[src/rtl/apb_pkg.sv]
// apb_pkg: shared FSM encoding and register-map helpers for the APB register interface
package apb_pkg;
    typedef enum logic [1:0] {IDLE, SETUP, ACCESS} apb_state_e;
    localparam int CNT_W = 4;
    function automatic int ctrl_addr(input int n_ch);
        return n_ch;
    endfunction
endpackage

[src/rtl/apb_regif_if.sv]
// apb_regif_if: APB completer bus bundle
interface apb_regif_if #(
    parameter int ADDR_W = 4,
    parameter int DATA_W = 8
);
    logic [ADDR_W-1:0] i_Paddr;
    logic              i_Psel;
    logic              i_Penable;
    logic              i_Pwrite;
    logic [DATA_W-1:0] i_Pwdata;
    logic [DATA_W-1:0] o_Prdata;
    logic              o_Pready;
    logic              o_Pslverr;
    modport master (output i_Paddr, i_Psel, i_Penable, i_Pwrite, i_Pwdata, input o_Prdata, o_Pready, o_Pslverr);
    modport slave (input i_Paddr, i_Psel, i_Penable, i_Pwrite, i_Pwdata, output o_Prdata, o_Pready, o_Pslverr);
endinterface

[src/rtl/apb_wait_cnt.sv]
// apb_wait_cnt: wait-state counter with clear, enable and terminal-count flag
module apb_wait_cnt import apb_pkg::*; #(
    parameter int TC = 0
) (
    input  logic i_Pclk,
    input  logic i_Rst,
    input  logic i_Clr,
    input  logic i_En,
    output logic o_Done
);
    logic [CNT_W-1:0] cnt;
    always_ff @(posedge i_Pclk) begin
        if (i_Rst || i_Clr) cnt <= '0;
        else if (i_En) cnt <= cnt + CNT_W'(1);
    end
    assign o_Done = cnt == CNT_W'(TC);
endmodule

[src/rtl/apb_regif.sv]
// apb_regif: APB register interface fanning out to per-channel Tx/Rx strobes with CTRL enables
module apb_regif import apb_pkg::*; #(
    parameter int ADDR_W   = 4,
    parameter int DATA_W   = 8,
    parameter int N_CH     = 2,
    parameter int WAIT_CYC = 0
) (
    input  logic                   i_Pclk,
    input  logic                   i_Rst,
    apb_regif_if.slave             apb,
    output logic [N_CH-1:0]        o_Tx_En,
    output logic [N_CH-1:0]        o_Rx_En,
    output logic [DATA_W-1:0]      o_Tx_Data,
    input  logic [N_CH*DATA_W-1:0] i_Rx_Data
);
    apb_state_e        state;
    logic [ADDR_W-1:0] addr;
    logic              write;
    logic [DATA_W-1:0] wdata;
    logic [N_CH-1:0]   ctrl;
    logic [N_CH-1:0]   ch_oh;
    logic [DATA_W-1:0] rd_ch;
    logic              enter, done, is_chan, is_ctrl, err, bus_on;

    assign bus_on = apb.i_Psel && apb.i_Penable;
    assign enter  = state == SETUP && bus_on;

    apb_wait_cnt #(.TC(WAIT_CYC)) u_wait (
        .i_Pclk (i_Pclk),
        .i_Rst  (i_Rst),
        .i_Clr  (enter),
        .i_En   (state == ACCESS && !done),
        .o_Done (done)
    );

    always_comb begin
        is_ctrl = addr == ADDR_W'(ctrl_addr(N_CH));
        is_chan = addr < ADDR_W'(N_CH);
        ch_oh   = is_chan ? N_CH'(1) << addr : '0;
        err     = !(is_chan || is_ctrl) || (is_chan && (ctrl & ch_oh) == '0);
        rd_ch   = '0;
        for (int c = 0; c < N_CH; c++)
            if (addr == ADDR_W'(c)) rd_ch = i_Rx_Data[c*DATA_W +: DATA_W];
        apb.o_Pready  = state == ACCESS && done;
        apb.o_Pslverr = apb.o_Pready && err;
        apb.o_Prdata  = (apb.o_Pready && !write && !err) ? (is_ctrl ? DATA_W'(ctrl) : rd_ch) : '0;
    end

    always_ff @(posedge i_Pclk) begin
        if (i_Rst) begin
            state     <= IDLE;
            addr      <= '0;
            write     <= 1'b0;
            wdata     <= '0;
            ctrl      <= '1;
            o_Tx_En   <= '0;
            o_Rx_En   <= '0;
            o_Tx_Data <= '0;
        end else begin
            o_Tx_En <= '0;
            o_Rx_En <= '0;
            case (state)
                IDLE: if (apb.i_Psel && !apb.i_Penable) begin
                    state <= SETUP;
                    addr  <= apb.i_Paddr;
                    write <= apb.i_Pwrite;
                    wdata <= apb.i_Pwdata;
                end
                SETUP: state <= bus_on ? ACCESS : IDLE;
                ACCESS: if (!bus_on) state <= IDLE;
                else if (apb.o_Pready) begin
                    state <= IDLE;
                    if (!err && write && is_ctrl) ctrl <= N_CH'(wdata);
                    if (!err && write && is_chan) begin
                        o_Tx_En   <= ch_oh;
                        o_Tx_Data <= wdata;
                    end
                    if (!err && !write && is_chan) o_Rx_En <= ch_oh;
                end
                default: state <= IDLE;
            endcase
        end
    end
endmodule

[src/flat_wrapper.sv]
// flat-port wrapper written by rule: the top's interface ports become plain ports
module apb_regif_flat import apb_pkg::*;
#(
    parameter int ADDR_W   = 4,
    parameter int DATA_W   = 8,
    parameter int N_CH     = 2,
    parameter int WAIT_CYC = 0
)
  (i_Pclk, i_Rst, o_Tx_En, o_Rx_En, o_Tx_Data, i_Rx_Data, apb_i_Paddr, apb_i_Psel, apb_i_Penable, apb_i_Pwrite, apb_i_Pwdata, apb_o_Prdata, apb_o_Pready, apb_o_Pslverr);
  apb_regif_if #(.ADDR_W(ADDR_W), .DATA_W(DATA_W)) apb_i ();
  input  logic i_Pclk;
  input  logic i_Rst;
  output logic [N_CH-1:0] o_Tx_En;
  output logic [N_CH-1:0] o_Rx_En;
  output logic [DATA_W-1:0] o_Tx_Data;
  input  logic [N_CH*DATA_W-1:0] i_Rx_Data;
  input wire logic [$bits(apb_i.i_Paddr)-1:0] apb_i_Paddr;
  input wire logic [$bits(apb_i.i_Psel)-1:0] apb_i_Psel;
  input wire logic [$bits(apb_i.i_Penable)-1:0] apb_i_Penable;
  input wire logic [$bits(apb_i.i_Pwrite)-1:0] apb_i_Pwrite;
  input wire logic [$bits(apb_i.i_Pwdata)-1:0] apb_i_Pwdata;
  output wire logic [$bits(apb_i.o_Prdata)-1:0] apb_o_Prdata;
  output wire logic [$bits(apb_i.o_Pready)-1:0] apb_o_Pready;
  output wire logic [$bits(apb_i.o_Pslverr)-1:0] apb_o_Pslverr;
  assign apb_i.i_Paddr = apb_i_Paddr;
  assign apb_i.i_Psel = apb_i_Psel;
  assign apb_i.i_Penable = apb_i_Penable;
  assign apb_i.i_Pwrite = apb_i_Pwrite;
  assign apb_i.i_Pwdata = apb_i_Pwdata;
  assign apb_o_Prdata = apb_i.o_Prdata;
  assign apb_o_Pready = apb_i.o_Pready;
  assign apb_o_Pslverr = apb_i.o_Pslverr;
  apb_regif #(.ADDR_W(ADDR_W), .DATA_W(DATA_W), .N_CH(N_CH), .WAIT_CYC(WAIT_CYC)) u_core (.i_Pclk(i_Pclk), .i_Rst(i_Rst), .apb(apb_i), .o_Tx_En(o_Tx_En), .o_Rx_En(o_Rx_En), .o_Tx_Data(o_Tx_Data), .i_Rx_Data(i_Rx_Data));
endmodule
[config.mk]
export PLATFORM = sky130hd
export DESIGN_NAME = apb_regif_flat
export DESIGN_NICKNAME = d
export VERILOG_FILES = /design/src/rtl/apb_pkg.sv /design/src/rtl/apb_regif_if.sv /design/src/rtl/apb_wait_cnt.sv /design/src/rtl/apb_regif.sv /design/src/flat_wrapper.sv
export SDC_FILE = /design/constraint.sdc
export NUM_CORES = 1
export LEC_CHECK = 0
export ABC_AREA = 1
export ABC_CLOCK_PERIOD_IN_PS = 1200
export CAP_MARGIN = 20
export CORE_UTILIZATION = 35
export CTS_CLUSTER_SIZE = 25
export DETAILED_ROUTE_END_ITERATION = 8
export PLACE_DENSITY = 0.67
export SLEW_MARGIN = 5
export SYNTH_ARGS = -nofsm -noshare
export SYNTH_HDL_FRONTEND = slang
export SYNTH_SLANG_ARGS = --single-unit
[constraint.sdc]
create_clock -name i_Pclk -period 1.2 [get_ports i_Pclk]
set_input_delay 0.12 -clock i_Pclk [delete_from_list [all_inputs] [get_ports i_Pclk]]
set_output_delay 0.12 -clock i_Pclk [all_outputs]
set_load 0.01 [all_outputs]
## Word-level counts from Yosys, hierarchy flattened

Index checks and enable logic that the tools add are counted.

- Input port bits: 33
- Memories: 0
- Memory bits (writable): 0
- Bits in read-only memories: 0
- Logic and storage cells: 66
- Bits in registers: 33
- Bits in latches: 0

- Multiply operators: 0
- Bitwise logic cells: 6
- Divide/modulo/power cells: 0
- Equal/unequal tests: 6
- Muxes and demuxes: 10
- Reduce and logical (&&, ||, !) cells: 32
- Shifts and indexed selects: 1
- Order comparisons: 1
- $add $sub $neg: 1

Operators with widths:

| operator | number |
|---|---|
| $mux 8 | 4 |
| $logic_and 1x1->1 | 14 |
| $mux 2 | 5 |
| $reduce_or 5->1 | 2 |
| $logic_not 4->1 | 2 |
| $reduce_and 4->1 | 2 |
| $pmux 2 s3 | 1 |
| $logic_not 1->1 | 5 |
| $not 1->1 | 5 |
| $add 4x1->4 const B | 1 |
| $eq 4x1->1 const B | 1 |
| $eq 4x2->1 const B | 1 |
| $logic_not 2->1 | 2 |
| $lt 4x2->1 const B | 1 |
| $reduce_and 2->1 | 2 |
| $shl 1x4->2 const A | 1 |
| $logic_or 1x1->1 | 3 |
| $ne 3x3->1 const B | 1 |
| $and 2x2->2 | 1 |
| $eq 2x1->1 const B | 1 |
| $eq 2x2->1 const B | 1 |
| $ne 2x1->1 const B | 1 |

## Longest topological paths before layout

Gate-level depths: netlist of run 1.

- Depth after elaboration: 11
- Mapped depth: 9
- Gate-level depth less buffers: 8

## Modules after synthesis

From an unflattened synthesis of run 1, not the netlist that was laid out.

- Cell total of the unflattened synthesis: 210
- Area total of the unflattened synthesis: 1569.0 µm²

Modules (own cells, without submodules):

| module | instances | cells each | area each (µm²) |
|---|---|---|---|
| apb_regif | 1 | 183 | 1371.3 |
| apb_wait_cnt | 1 | 27 | 197.7 |

## Least setup slack after synthesis of run 1

No wires, ideal clock.

- Path type: register -> output
- Start point: reg u_core.u_wait.cnt[0]
- End point: out apb_o_Prdata[2]
- Buffers on the path: 0
- Stages on the path, launching flop included: 7
- Arrival time: 1.389 ns
- Setup slack: -0.309 ns
- Cells stage by stage: dfxtp_1 > inv_1 > ha_1 > nand2_2 > nor2_8 > nand4_1 > a211oi_1

- Word-level cells in the longest chain between the ends: 5

Ends and longest elaborated chain:

| element | line | text |
|---|---|---|
| from (decl) | apb_wait_cnt.sv:11 | `logic [CNT_W-1:0] cnt;` |
| from (signal assigned) | apb_wait_cnt.sv:14 | `else if (i_En) cnt <= cnt + CNT_W'(1);` |
| $logic_not 4->1 | apb_wait_cnt.sv:16 | `assign o_Done = cnt == CNT_W'(TC);` |
| $logic_and 1x1->1 | apb_regif.sv:44 | `apb.o_Pready = state == ACCESS && done;` |
| named net apb_o_Pready | flat_wrapper.sv:23 | `output wire logic [$bits(apb_i.o_Pready)-1:0] apb_o_Pready;` |
| $logic_and 1x1->1 (2 in a row) | apb_regif.sv:46 | `apb.o_Prdata = (apb.o_Pready && !write && !err) ? (is_ctrl ? DATA_W'(ctrl) : rd_ch) : '0;` |
| $mux 8 | apb_regif.sv:46 |  |
| to (decl) | flat_wrapper.sv:22 | `output wire logic [$bits(apb_i.o_Prdata)-1:0] apb_o_Prdata;` |

The timed path passes the listed nets, and every way through them passes these cells.

## Final worst setup path of run 1

- Start point: reg u_core.addr[2]
- End point: out apb_o_Prdata[0]

- Word-level cells in the longest chain between the ends: 9
- Elaborated cells between the ends (all ways): 18
- Classes of those cells: order compare: 1; eq/ne: 2; shift: 1; mux: 5; bitwise: 1; reduce/logical: 8

Ends and longest elaborated chain:

| element | line | text |
|---|---|---|
| from (decl) | apb_regif.sv:17 | `logic [ADDR_W-1:0] addr;` |
| from (signal assigned) | apb_regif.sv:65 | `addr <= apb.i_Paddr;` |
| $lt 4x2->1 or $shl 1x4->2 (tied branches) | apb_regif.sv:38, apb_regif.sv:39 |  |
| $mux 2 | apb_regif.sv:39 | `ch_oh = is_chan ? N_CH'(1) << addr : '0;` |
| $and 2x2->2 | apb_regif.sv:40 | `err = !(is_chan \|\| is_ctrl) \|\| (is_chan && (ctrl & ch_oh) == '0);` |
| $logic_not 2->1 | apb_regif.sv:40 |  |
| $logic_and 1x1->1 | apb_regif.sv:40 |  |
| $logic_or 1x1->1 | apb_regif.sv:40 |  |
| $logic_not 1->1 | apb_regif.sv:46 |  |
| $logic_and 1x1->1 | apb_regif.sv:46 |  |
| $mux 8 (*) | apb_regif.sv:46 |  |

Mark *: on every way between the ends. The rest lies on a longest branch, timed or not.

==> results.ini, run 1 <==
[run_status]
outcome = complete, but fails checks
violations = negative setup slack

[power_and_ir_drop]
power.total_mw = 2.43
p_seq_share_pct = 47.5
power.internal_mw = 1.78
irDropWorstVdd_mv = 0.712
p_per_area_mw_per_mm2 = 888
sw_frac_of_total_pct = 26.7
p_comb_share_pct = 19.4
switching_power_mw = 0.649
p_clk_share_pct = 33.0
leakage_nw = 1.20

[synth]
synth.distinct_cells = 29
synthTopCellsByArea = dfxtp_1, nor2_1, nand2_1, o21ai_0, inv_1
synth_edf_count = 0
synth_seq_area_share_pct = 43.0
yosys_most_used_dff = dfxtp_1
async_flop_share_pct = 0
yosysWarningCount = 0
synthCells = 204
synth_top_area_cell = dfxtp_1
syn_nets = 239
syn_area_mm2 = 0.00154
synthDominantCellAreaShare_pct = 43.0
synth-seq-cells = 33
syn_area_per_cell_um2 = 7.53

[sta]
worst_pin_slew_ns = 0.236
tns_ns = -8.86
slew-limit-headroom_pct = 84.2
rsz0062_at_grt = yes
setup-violations-final = 25
slew_viol_final = 0
timing.final.crit_share_pct = 142
finalCriticalPeriod_ns = 1.71
timing.final.ws_setup_ns = -0.509
fmax_ghz = 0.585
finalClockSkew_ns = 0.00289
hold_viol_final = 0

[clock_network]
cts-root-buf = clkbuf_8
htreeDepth = 2
cts_max_path_buffers = 2
cts_tree = done
clk_latency_ns = 0.29
cts_hold_buf = 0
cts_sinks = 33
clk_pin_slew_worst_paths_ns = 0.07
cts_made_buffers = 5

[die]
core_mm2 = 0.00412
die_area_mm2 = 0.00466
initial_core_util_pct = 37.3
io_pins = 55
die_w_um = 68.3
rows = 23
die_height_um = 68.3

[hold_path]
hold-path-endpoint = u_core.wdata[5]
hold_path_class = in2reg
hold_start = apb_i_Pwdata[5]
worstHoldPathCells = 3

[grt]
grt_usage_pct = 21.9
grt_overflow = 0
grt_max_degree = 24
antenna_found_initial = 0
grt_pass1_wl_mm = 7.33
grtUsageMet1_pct = 28.8
grtUsageMet3_pct = 6.17
grt_pass1_vias = 1551
grt-busiest-layer = met2
use_met2_pct = 34.4

[placed_design]
gp_congestion = 0.757
portBuffers = 54
dp_hpwl_mm = 3.23
place_area_mm2 = 0.00246

[worst_setup_path]
r2r_slack_ns = -0.37
reg2reg_to = u_core.o_Tx_En[0]
worstSetupPathType = reg2out
cp.required_ns = 1.08
cp_data_arrival_time_ns = 1.59
crit_path_end_kind = output pin
reg2reg_from = u_core.u_wait.cnt[1]
crit_path_max_fanout = 8
cp-start-kind = register
reg2regPathDepth = 11

[final_layout]
postLayoutCellArea_mm2 = 0.00274
drive_gt1_share_pct = 36.1
syn_to_final_growth_pct = 78.0
diodes = 0
post-route-util_pct = 66.5
fin_nets = 339

[drt]
vias = 1673
wl_per_cell_um = 12.7
vias_per_cell = 4.71
drt_iter0_drc = 85
drc = 0
drt_first_pass_iters = 4
routed_wl_mm = 4.50
ant_nets = 0

[run]
max_cap_viol_count = 0

-- timing repair --
item / in CTS / in global routing
cloned: 1 / 0
endpoints found under the setup margin: 36 / 39
pin swaps: 15 / 13
resized for setup: 74 / 20
buffers inserted: 4 / 6
-- area by class of cell --
cell class	count	area, µm²
clock buffers	6	72.6
clock inverters	2	10.0
repair buffers	98	895
fillers	330	1380
inverters	19	71.3
multi-input cells	147	958
well taps	50	62.6
flip-flops and latches	33	666
-- logic make-up (layout without fill, tap and decap cells) --
group | count (synthesis) | count (layout) | synth area share (%)
simple gates | 102 | 102 | 30.9
compound gates | 42 | 42 | 17.1
flops | 33 | 33 | 43.0
buf+inv | 24 | 125 | 6.84
fa+ha+maj | 2 | 2 | 1.63
xor+xnor | 1 | 1 | 0.570
-- critical path, stage by stage, from the launching register on --
cell and delay (ns):
dfxtp_2 0.34, nor2_4 0.14, nand2_2 0.10, nor2_2 0.13, buf_6 0.15, buf_4 0.12
nand2_1 0.04, a31oi_1 0.14, buf_2 0.15
-- routing by layer --
| metal | up-vias | wire [µm] |
|---|---|---|
| met5 | - | 0 |
| met2 | 33 | 2180 |
| met4 | 0 | 59 |
| met3 | 6 | 180 |
| li1 | 876 | - |
| met1 | 758 | 2090 |
-- flip-flops by register name, summed over array words and instances, names as in the netlist --
name,count
u_core.write,1
u_core.o_Tx_En,2
u_core.o_Rx_En,2
u_core.state,2
u_core.ctrl,2
u_core.addr,4
u_core.u_wait.cnt,4
u_core.wdata,8
u_core.o_Tx_Data,8
-- how the worst max path moves through the flow --
stage / depth (start not counted) / slack, ns / endpoint / from
global route: 8 / -0.61 / apb_o_Prdata[0] / u_core.addr[2]
global placement: 7 / -0.57 / apb_o_Prdata[4] / u_core.addr[2]
finish: 8 / -0.51 / apb_o_Prdata[0] / u_core.addr[2]
floorplan: 6 / -0.28 / apb_o_Prdata[2] / u_core.u_wait.cnt[0]
detailed placement: 7 / -0.61 / apb_o_Prdata[3] / u_core.addr[2]
CTS: 8 / -0.46 / apb_o_Prdata[1] / u_core.u_wait.cnt[1]
-- cell usage in the layout (no fill, tap or decap), types with 2 or more instances in the layout --
master	netlist	layout
a211oi_2	0	7
a21oi_1	7	7
buf_12	0	2
buf_2	0	9
buf_4	1	31
buf_6	1	11
clkbuf_8	0	5
clkdlybuf4s50_1	0	32
clkinv_2	0	2
dfxtp_1	33	29
dfxtp_2	0	4
dlygate4sd2_1	0	12
inv_1	16	13
inv_2	2	5
nand2_1	35	31
nand2_2	3	4
nand2_4	0	3
nand3_1	7	4
nand3_2	1	3
nand3_4	1	2
nand4_1	5	5
nor2_1	36	33
nor2_2	3	5
nor2_4	1	2
nor3_2	0	7
o21ai_0	16	14
o21ai_1	0	2
o21bai_1	6	6
o21bai_4	0	2
-- Yosys cell counts, types with 2 or more instances --
cell / instances
nand2_2: 3
clkbuf_1: 2
o21bai_2: 2
inv_2: 2
dfxtp_1: 33
nor2_2: 3
o21bai_1: 6
inv_1: 16
a31oi_1: 2
nand3_1: 7
nor2_1: 36
a21oi_1: 7
ha_1: 2
a211oi_1: 7
o21ai_0: 16
nand2_1: 35
nor3_1: 9
nand4_1: 5
-- stage by stage --
stage          worst slack (ns)  cells  hold WS, ns
6_report                 -0.509    355        0.449
5_1_grt                  -0.608    355        0.478
4_1_cts                  -0.461    351        0.443
3_5_place_dp             -0.610    338        0.480
3_3_place_gp             -0.566    338        0.464
2_1_floorplan            -0.283    204        0.192
-- power by group through the flow --
stage               registers [mW]  logic, mW  clock network, mW
floorplan                     1.17      0.168                  0
global placement              1.18      0.396                  0
detailed placement            1.18      0.401                  0
CTS                           1.15      0.427              0.825
global route                  1.16      0.516              0.876
finish                        1.15      0.471              0.802
Note: power is estimated with default switching activity, not from simulation.
==> run 2: changes to the inputs <==
CORE_MARGIN = 2   (was unset)
==> run 2 against run 1 <==
Effect of this change: non-clock buffer count is 2 higher; utilization is 0.21 points lower; largest power group unchanged; clock-buffer cell count is 1 higher; critical endpoint is now apb_o_Prdata[4]; sequential cell count stayed put; register-to-register slack hardly changed; hold slack better by 0.0026 ns; worst setup slack worse by 0.026 ns; via count is 5.6% higher; highest routed layer unchanged; the run still ends with negative setup slack left; first-iteration DRC count is 27% lower; sequential share of layout area is 0.99 points lower.
==> results.ini, run 2 (same netlist as run 1, synthesis figures left out) <==
[final_layout]
top_regs = u_core.o_Tx_Data (8), u_core.wdata (8)
postLayoutCellArea_mm2 = 0.00285  ; +4.0%
final_cells = 359  ; +1.1%
drive_gt1_share_pct = 39.1  ; +3.0 points
seqCellArea_um2 = 664  ; -0.19%
multiInputGateArea_mm2 = 0.00101  ; +5.4%
layout_common_cells = nor2_1, buf_4, clkdlybuf4s50_1
n_fill_cell = 328  ; -0.61%
diodes = 0  ; unchanged
syn_to_final_growth_pct = 85.2
fin_nets = 341  ; +0.59%

[drt]
drt_iter0_drc = 62  ; -27%
drt_first_pass_iters = 5  ; +1
drc = 0  ; unchanged
vias = 1766  ; +5.6%
ant_nets = 0  ; unchanged
routed_wl_mm = 4.73  ; +5.1%
wl_per_cell_um = 13.2  ; +3.9%
vias_per_cell = 4.92  ; +4.4%

[sta]
finalCriticalPeriod_ns = 1.74  ; +0.0262 ns
finalClockSkew_ns = 0.00343  ; +0.000541 ns
timing.final.ws_setup_ns = -0.536  ; -0.0262 ns
tns_ns = -8.98  ; -0.121 ns
slew_viol_final = 0  ; unchanged
rsz0062_at_grt = yes
slew-limit-headroom_pct = 87.7  ; +3.5 points
worst_pin_slew_ns = 0.182  ; -0.0532 ns
fmax_ghz = 0.576  ; -1.5%
hold_viol_final = 0  ; unchanged
timing.final.crit_share_pct = 145  ; +2.2 points
setup-violations-final = 25  ; unchanged

[worst_setup_path]
cp.required_ns = 1.08  ; about the same
crit_path_end_kind = output pin
cp_data_arrival_time_ns = 1.62  ; +0.03 ns
crit_path_max_fanout = 5  ; -3
worstSetupPathType = reg2out
cp-start-kind = register

[clock_network]
cts-root-buf = clkbuf_8
cts_hold_buf = 0  ; unchanged
clk_latency_ns = 0.28  ; about the same
cts_sinks = 33  ; unchanged
clk_pin_slew_worst_paths_ns = 0.06  ; about the same
cts_made_buffers = 5  ; unchanged
cts_tree = done
cts_max_path_buffers = 2  ; unchanged
htreeDepth = 2  ; unchanged

[grt]
grt_max_degree = 17  ; -29%
antenna_found_initial = 0  ; unchanged
grt_overflow = 0  ; unchanged
grt_pass1_vias = 1567  ; +1.0%
grt_pass1_wl_mm = 6.94  ; -5.4%
grt_usage_pct = 17.6  ; -4.3 points

[placed_design]
portBuffers = 54  ; unchanged
dp_hpwl_mm = 3.04  ; -5.8%
dp_slack_ns = -0.608  ; +0.00191 ns
dp.cells = 339  ; +0.30%
gp_congestion = 0.876  ; +16%
place_area_mm2 = 0.00246  ; -0.20%

[hold_path]
hold_path_class = in2reg

[die]
io_pins = 55  ; unchanged
die_w_um = 70.3  ; +2.9%
die_height_um = 70.3  ; +2.9%
core_mm2 = 0.00429  ; +4.3%
initial_core_util_pct = 35.8  ; -1.6 points
die_area_mm2 = 0.00494  ; +5.9%
rows = 24  ; +4.3%

[run]
max_cap_viol_count = 0  ; unchanged

[power_and_ir_drop]
irDropWorstVdd_mv = 0.588  ; -17%
p_per_area_mw_per_mm2 = 958  ; +7.9%
leakage_nw = 1.23  ; +2.6%

[run_status]
violations = negative setup slack
outcome = complete, but fails checks

run 2: cell types whose count changed in the layout (fill, tap and decap cells not counted), sizes merged:
cell    before  now
buf         54   56
bufinv       0    1
clkbuf       6    7
clkinv       3    0
inv         18   19
run 2: report_power, final:
group	switching (mW)	total, mW	internal [mW]
clock	0.398	1.07	0.677
sequential	0.0291	1.16	1.13
combinational	0.236	0.493	0.257
total	0.663	2.73	2.06
run 2: area by class of cell:
| class | instances | share of cell area [%] |
|---|---|---|
| Clock buffer | 7 | 3.03 |
| Clock inverter | 1 | 1.06 |
| Inverter | 19 | 2.59 |
| Multi-Input combinational cell | 147 | 35.5 |
| Sequential cell | 33 | 23.4 |
| Tap cell | 52 | 2.29 |
| Timing Repair Buffer | 100 | 32.2 |
run 2: through the flow:
step	utilization, %	hold slack, ns	total power, mW
after floorplan	-	0.192	1.34
after global placement	57.3	0.451	1.57
after detailed placement	57.3	0.460	1.57
after CTS	61.0	0.448	2.65
after global routing	66.3	0.478	2.84
final	66.3	0.452	2.73
run 2: final timing paths:
path	from	endpoint	slack [ns]	cells past startpoint
worst max-delay path	u_core.addr[3]	apb_o_Prdata[4]	-0.54	7
worst min-delay path	apb_i_Pwdata[3]	u_core.wdata[3]	0.45	3
worst max register to register	u_core.u_wait.cnt[0]	u_core.o_Tx_Data[5]	-0.38	11
worst min register to register	u_core.addr[0]	u_core.o_Rx_En[0]	0.47	1
run 2: metal layers:
layer	global-route usage (%)	up-vias	routed length, µm
li1	-	878	-
met1	22.7	815	1970
met2	28.5	64	2430
met3	4.47	9	244
met4	6.20	0	94
met5	0	-	0
run 2: what timing repair did:
item                       4_1_cts  5_1_grt
buffers inserted                 4        6
setup endpoints to repair       47       42
resized for setup               66       49
pin swaps                       15       17
cloned                           1        2
run 2: critical path, cell delays in order, from the launching register on:
cell	delay, ns
dfxtp_2	0.34
nor2_4	0.19
nand2_4	0.10
nor2_4	0.12
buf_6	0.13
nand2_1	0.07
a211oi_2	0.22
buf_2	0.16
